[src/rtl/store_trace_monitor_if.sv]
// rtl/store_trace_monitor_if.sv - store bus, drain handshake and status bundle for store_trace_monitor
interface store_trace_monitor_if #(
    parameter int DEPTH = 8
);
    localparam int CW = $clog2(DEPTH) + 1;

    // CPU data-memory write bus
    logic          memwrite;
    logic [31:0]   dataadr;
    logic [31:0]   writedata;

    // drain handshake
    logic          rd_ready;
    logic          rd_valid;
    logic [31:0]   rd_addr;
    logic [31:0]   rd_data;

    // status
    logic [CW-1:0] count;
    logic          overflow;
    logic [7:0]    drop_count;
    logic          done;
    logic [31:0]   done_data;
    logic          timeout;

    // driver side: the CPU bus plus the drain
    modport master (
        output memwrite, dataadr, writedata, rd_ready,
        input  rd_valid, rd_addr, rd_data, count, overflow, drop_count,
               done, done_data, timeout
    );

    // monitor side
    modport slave (
        input  memwrite, dataadr, writedata, rd_ready,
        output rd_valid, rd_addr, rd_data, count, overflow, drop_count,
               done, done_data, timeout
    );
endinterface

[src/rtl/store_trace_monitor.sv]
// rtl/store_trace_monitor.sv - store capture FIFO with completion detect and cycle watchdog
module store_trace_monitor #(
    parameter int          DEPTH     = 8,
    parameter logic [31:0] DONE_ADDR = 32'd63,
    parameter int          TIMEOUT   = 1000
) (
    input  logic                   clk,
    input  logic                   reset,
    store_trace_monitor_if.slave   bus
);
    localparam int PW   = $clog2(DEPTH);
    localparam int CW   = PW + 1;
    localparam int WD_W = (TIMEOUT > 1) ? $clog2(TIMEOUT + 1) : 1;
    localparam logic [WD_W-1:0] WD_LAST = WD_W'(TIMEOUT - 1);
    localparam logic [CW-1:0]   FULL    = CW'(DEPTH);

    typedef enum logic [1:0] {S_RUN, S_DONE, S_TIMEOUT} state_e;

    state_e          state_q, state_d;
    logic [WD_W-1:0] wd_q, wd_d;
    logic [PW-1:0]   rd_ptr_q, rd_ptr_d, wr_ptr_q, wr_ptr_d;
    logic [CW-1:0]   count_q, count_d;
    logic            overflow_q, overflow_d;
    logic [7:0]      drop_q, drop_d;
    logic [31:0]     done_data_q, done_data_d;
    logic [31:0]     mem_addr_q [DEPTH];
    logic [31:0]     mem_data_q [DEPTH];

    logic in_run, done_store, push_try, push, pop, full;

    // A completion store in RUN is the only way into DONE; it also gates capture.
    assign done_store = in_run && bus.memwrite && (bus.dataadr == DONE_ADDR);
    assign push_try   = in_run && bus.memwrite;
    assign pop        = (count_q != '0) && bus.rd_ready;
    assign full       = (count_q == FULL);
    // When full, the slot freed by a same-cycle pop is reused by the push.
    assign push       = push_try && (!full || pop);

    // FSM state register
    always_ff @(posedge clk) begin
        if (reset) state_q <= S_RUN;
        else       state_q <= state_d;
    end

    // FSM next state: completion store beats watchdog expiry in the same cycle
    always_comb begin
        state_d = state_q;
        case (state_q)
            S_RUN: begin
                if (done_store)          state_d = S_DONE;
                else if (wd_q == WD_LAST) state_d = S_TIMEOUT;
            end
            default: state_d = state_q;
        endcase
    end

    // FSM outputs
    always_comb begin
        in_run      = (state_q == S_RUN);
        bus.done    = (state_q == S_DONE);
        bus.timeout = (state_q == S_TIMEOUT);
    end

    // Datapath next-state: pointers, occupancy, drop accounting, watchdog
    always_comb begin
        rd_ptr_d    = rd_ptr_q;
        wr_ptr_d    = wr_ptr_q;
        count_d     = count_q;
        overflow_d  = overflow_q;
        drop_d      = drop_q;
        done_data_d = done_data_q;
        wd_d        = wd_q;
        if (pop)  rd_ptr_d = rd_ptr_q + 1'b1;
        if (push) wr_ptr_d = wr_ptr_q + 1'b1;
        if (push && !pop)      count_d = count_q + 1'b1;
        else if (pop && !push) count_d = count_q - 1'b1;
        if (push_try && !push) begin
            overflow_d = 1'b1;
            if (drop_q != 8'hFF) drop_d = drop_q + 8'd1;
        end
        if (done_store) done_data_d = bus.writedata;
        if (in_run)     wd_d = wd_q + 1'b1;
    end

    // Datapath registers
    always_ff @(posedge clk) begin
        if (reset) begin
            rd_ptr_q    <= '0;
            wr_ptr_q    <= '0;
            count_q     <= '0;
            overflow_q  <= 1'b0;
            drop_q      <= 8'd0;
            done_data_q <= 32'd0;
            wd_q        <= '0;
        end else begin
            rd_ptr_q    <= rd_ptr_d;
            wr_ptr_q    <= wr_ptr_d;
            count_q     <= count_d;
            overflow_q  <= overflow_d;
            drop_q      <= drop_d;
            done_data_q <= done_data_d;
            wd_q        <= wd_d;
        end
    end

    // Entry storage; contents are never read while empty, so no reset is needed
    always_ff @(posedge clk) begin
        if (!reset && push) begin
            mem_addr_q[wr_ptr_q] <= bus.dataadr;
            mem_data_q[wr_ptr_q] <= bus.writedata;
        end
    end

    // Head presentation, forced to zero while empty
    always_comb begin
        bus.rd_valid   = (count_q != '0);
        bus.rd_addr    = bus.rd_valid ? mem_addr_q[rd_ptr_q] : 32'd0;
        bus.rd_data    = bus.rd_valid ? mem_data_q[rd_ptr_q] : 32'd0;
        bus.count      = count_q;
        bus.overflow   = overflow_q;
        bus.drop_count = drop_q;
        bus.done_data  = done_data_q;
    end
endmodule

[src/flat_wrapper.sv]
// flat-port wrapper written by rule: the top's interface ports become plain ports
module store_trace_monitor_flat 
#(
    parameter int          DEPTH     = 8,
    parameter logic [31:0] DONE_ADDR = 32'd63,
    parameter int          TIMEOUT   = 1000
)
  (clk, reset, bus_memwrite, bus_dataadr, bus_writedata, bus_rd_ready, bus_rd_valid, bus_rd_addr, bus_rd_data, bus_count, bus_overflow, bus_drop_count, bus_done, bus_done_data, bus_timeout);
  store_trace_monitor_if #(.DEPTH(DEPTH)) bus_i ();
  input  logic clk;
  input  logic reset;
  input wire logic [$bits(bus_i.memwrite)-1:0] bus_memwrite;
  input wire logic [$bits(bus_i.dataadr)-1:0] bus_dataadr;
  input wire logic [$bits(bus_i.writedata)-1:0] bus_writedata;
  input wire logic [$bits(bus_i.rd_ready)-1:0] bus_rd_ready;
  output wire logic [$bits(bus_i.rd_valid)-1:0] bus_rd_valid;
  output wire logic [$bits(bus_i.rd_addr)-1:0] bus_rd_addr;
  output wire logic [$bits(bus_i.rd_data)-1:0] bus_rd_data;
  output wire logic [$bits(bus_i.count)-1:0] bus_count;
  output wire logic [$bits(bus_i.overflow)-1:0] bus_overflow;
  output wire logic [$bits(bus_i.drop_count)-1:0] bus_drop_count;
  output wire logic [$bits(bus_i.done)-1:0] bus_done;
  output wire logic [$bits(bus_i.done_data)-1:0] bus_done_data;
  output wire logic [$bits(bus_i.timeout)-1:0] bus_timeout;
  assign bus_i.memwrite = bus_memwrite;
  assign bus_i.dataadr = bus_dataadr;
  assign bus_i.writedata = bus_writedata;
  assign bus_i.rd_ready = bus_rd_ready;
  assign bus_rd_valid = bus_i.rd_valid;
  assign bus_rd_addr = bus_i.rd_addr;
  assign bus_rd_data = bus_i.rd_data;
  assign bus_count = bus_i.count;
  assign bus_overflow = bus_i.overflow;
  assign bus_drop_count = bus_i.drop_count;
  assign bus_done = bus_i.done;
  assign bus_done_data = bus_i.done_data;
  assign bus_timeout = bus_i.timeout;
  store_trace_monitor #(.DEPTH(DEPTH), .DONE_ADDR(DONE_ADDR), .TIMEOUT(TIMEOUT)) u_core (.clk(clk), .reset(reset), .bus(bus_i));
endmodule
[config.mk]
export PLATFORM = sky130hd
export DESIGN_NAME = store_trace_monitor_flat
export DESIGN_NICKNAME = d
export VERILOG_FILES = /design/src/rtl/store_trace_monitor_if.sv /design/src/rtl/store_trace_monitor.sv /design/src/flat_wrapper.sv
export SDC_FILE = /design/constraint.sdc
export NUM_CORES = 1
export LEC_CHECK = 0
export ABC_AREA = 1
export BUFFER_PORTS_ARGS = -buffer_cell sky130_fd_sc_hd__buf_2
export CAP_MARGIN = 40
export CORE_AREA = 2 2 306 308
export CTS_CLUSTER_SIZE = 10
export DETAILED_ROUTE_END_ITERATION = 16
export DIE_AREA = 0 0 308 310
export GPL_TIMING_DRIVEN = 0
export HOLD_SLACK_MARGIN = 0.1
export PLACE_DENSITY_LB_ADDON = 0.05
export REMOVE_ABC_BUFFERS = 1
export SLEW_MARGIN = 20
export SYNTH_ARGS = -nofsm -noshare
export SYNTH_HDL_FRONTEND = slang
export SYNTH_SLANG_ARGS = --single-unit
[constraint.sdc]
create_clock -name clk -period 10.7 [get_ports clk]
set_input_delay 1.605 -clock clk [delete_from_list [all_inputs] [get_ports clk]]
set_output_delay 1.605 -clock clk [all_outputs]
set_load 0.02 [all_outputs]
==> metrics.txt <==
leak pwr 9.83 nW; flip-flop and latch count after synthesis 578; detailed-routing iteration count for the pre-antenna-repair pass 5; clock transition at the registers of the reported paths 50 ps; most frequent standard cell in the layout excluding fill and tap cells sky130_fd_sc_hd__nor2_1; sequential element share of the synthesized area 0.728; final count of hold timing violations 0; launch instance of the worst min-delay path u_core.rd_ptr_q[2]; register cell area after layout 0.0167 sq mm; clock root buffer sky130_fd_sc_hd__clkbuf_16; register-to-register path setup slack 7370 ps; Slew @ Worst Pin 701 ps; global-route wire length before repair 102000 um; Cell Area, Placed 0.0261 sq mm; overall fraction of global-route tracks in use 0.144; slowest stage cell, crit path sky130_fd_sc_hd__dfxtp_4; total of hold buffers inserted after clock tree synthesis 0; # DRC 0; power per standard cell area 237 mW/mm^2; number of cell instances on the worst register-to-register path 11; Critical Path End Type primary output; vias in the first global route 15225; CTS-repair resized insts 0; maximum clock path buffer count 3; total area of multi-input combinational cells 0.00548 sq mm; share of the synthesized area in the top cell type 0.670; final critical-path required period 4780 ps; sequence of cells on the critical path buf_12, buf_16, buf_16, nor2_1, nor2_1, o21ai_0, o21ai_1, o21ai_0, a31oi_1, buf_2; count of antenna-violating nets left after detailed routing 0; dominant delay contributor by cell family on the critical path buffers and inverters; final weighted congestion in routability-driven placement 0.720; Syn Inst Count 1946; number of clock buffers inserted by TritonCTS 73; Synth area leader sky130_fd_sc_hd__edfxtp_1; pin count of the biggest net entering global routing 99; total power 0.00670 W; Slew Viols, Final 0; Layout Cell Area excl Fill 0.0282 sq mm; Max Clock Freq 209 MHz; WL final 69100 um; Worst R2R Start u_core.state_q[0]; Die Width 308 um; TritonCTS sink count 578; Worst Hold End u_core.rd_ptr_q[2]; average footprint of a synthesized cell 11.8 sq um; fraction of synthesis flops using an asynchronous set or reset pin 0; fill cell instance count of the final layout 9458; largest clock skew in the final design 18.8 ps; ratio of cells with drive above 1 in the final layout 0.171; number of buffers added on ports 179; standard-cell rows 112; reg-to-reg endpoint u_core.mem_addr_q[0][14]; via/cell ratio 4.42; ranking of synthesized cells by area sky130_fd_sc_hd__edfxtp_1 67%, sky130_fd_sc_hd__nor2_1 9.2%, sky130_fd_sc_hd__o21ai_0 7.4%; worst ir drop on vdd 0.000155 V; insertion delay of the later-clocked pin in the worst-skew pair 600 ps; max_cap viols 0; die area 0.0955 sq mm; # diodes 0; count of buffers added by post-CTS timing repair for setup 0; outcome finished clean; startpoint types register; number of enable-type register cells in the synthesized netlist 512; number of instances on the worst hold path 2; area of the core 0.0925 sq mm; Post-synth top flop sky130_fd_sc_hd__edfxtp_1; total number of vias 15145; class of the tightest hold or removal check reg -> reg; buffer and inverter count on the worst path 4; average routed wire per standard cell 20.2 um; TritonCTS clock tree done; classification of the worst setup path reg -> out; initial detailed-routing violation count 1063; area of the mapped netlist 0.0229 sq mm; fin crit share 0.447; RSZ-0062 raised after global routing no; DP Wirelength 42600 um; Area Overhead vs Synth 23.2%; Unique masters post-synth 31; critical path data required time 9100 ps; net total in the final layout 2252; final total negative setup slack 0 ps; worst slew margin relative to its limit 0.531; final global-route overflow total 0; total of warnings raised by yosys 0; die outline height 310 um; depth of the CTS H-tree 3; number of setup violations in the final report 0; Slowest Stage Delay on Critical Path 650 ps; Arrival @ worst endpoint 3180 ps; commonest cells after routing, fill and taps aside 558 x sky130_fd_sc_hd__nor2_1, 512 x sky130_fd_sc_hd__edfxtp_1, 339 x sky130_fd_sc_hd__o21ai_0, 191 x sky130_fd_sc_hd__buf_2, 94 x sky130_fd_sc_hd__o21ai_1; final cell utilization of the core 0.305; maximum fanout encountered on the critical timing path 56; Initial Utilization 0.248; number of ports placed on the die boundary 180; number of antenna violations at the first check in global routing 3
## report_power, final
part           switching (W)  internal (W)  total, W
logic                0.00127      0.000558   0.00183
registers          0.0000545       0.00251   0.00257
clock network       0.000939       0.00136   0.00230
total                0.00227       0.00443   0.00670
## synthesized netlist by cell type (3+ instances only)
master / instances
sky130_fd_sc_hd__buf_6: 8
sky130_fd_sc_hd__o21ai_1: 94
sky130_fd_sc_hd__a31oi_1: 64
sky130_fd_sc_hd__nand3_1: 13
sky130_fd_sc_hd__xnor2_1: 4
sky130_fd_sc_hd__nand4_1: 15
sky130_fd_sc_hd__buf_2: 16
sky130_fd_sc_hd__clkbuf_1: 59
sky130_fd_sc_hd__buf_1: 10
sky130_fd_sc_hd__a21oi_1: 18
sky130_fd_sc_hd__ha_1: 7
sky130_fd_sc_hd__inv_1: 54
sky130_fd_sc_hd__nor2_1: 561
sky130_fd_sc_hd__xor2_1: 3
sky130_fd_sc_hd__dfxtp_1: 66
sky130_fd_sc_hd__edfxtp_1: 512
sky130_fd_sc_hd__o21ai_0: 339
sky130_fd_sc_hd__buf_4: 21
sky130_fd_sc_hd__nor3_1: 10
sky130_fd_sc_hd__inv_2: 6
sky130_fd_sc_hd__clkbuf_2: 3
sky130_fd_sc_hd__nand2_1: 52
## final cells by class
type,instances,share of cell area
clock buffers,116,0.0741
clock inverters,14,0.00341
inverters,60,0.00868
multi-input cells,1191,0.194
flip-flops and latches,578,0.591
well taps,1197,0.0530
repair buffers,272,0.0756
## registers in the layout (all words and copies together) (netlist names), named ones only
register and flops:
u_core.bus.count 4, u_core.bus.done_data 32, u_core.bus.drop_count 8, u_core.bus.overflow 1, u_core.mem_addr_q 256, u_core.mem_data_q 256
u_core.rd_ptr_q 3, u_core.state_q 2, u_core.wd_q 10, u_core.wr_ptr_q 3
## worst min-delay path, delay by kind of cell (launching register included)
kind                   cells  cell delay (ps)
flip-flops                 1              310
AO/OA/AOI/OAI              1               60
buffers and inverters      1               50
## metal layers
layer	routed length (um)	vias to the layer above	global-route usage	share of wire
met5	0	-	0	0
met4	1310	0	0.0405	0.019
met3	3050	86	0.0262	0.044
met2	31500	293	0.230	0.46
met1	33300	7392	0.201	0.48
li1	-	7374	-	-
## worst max-delay path by stage
stage                              endpoint  slack [ps]  cells past startpoint
detailed placement  u_core.mem_addr_q[1][9]        5970                      9
finish                       bus_rd_addr[2]        5920                     10
CTS                         bus_rd_addr[27]        5770                     10
global placement            bus_rd_addr[20]      -13300                      6
global route                bus_rd_addr[19]        5590                     10
floorplan                   bus_rd_addr[31]         710                      5
## cell families (layout without fill, tap and decap cells)
group	after synthesis	in the layout	synth area share
DFF	578	578	0.728
and+or+nand+nor	660	660	0.112
AOI/OAI and AO/OA	516	516	0.116
xor gates and xnor gates	7	7	0.00267
buffers and inverters	177	462	0.0361
adders and majority gates	8	8	0.00469
## metrics by stage
step / instances / setup WS, ps / hold WS (ps)
global placement: 3205 / -13300 / 445
global route: 3428 / 5590 / 503
CTS: 3428 / 5770 / 472
detailed placement: 3298 / 5970 / 461
floorplan: 1829 / 707 / 433
finish: 3428 / 5920 / 471
Power figures use the tool's default switching activity.
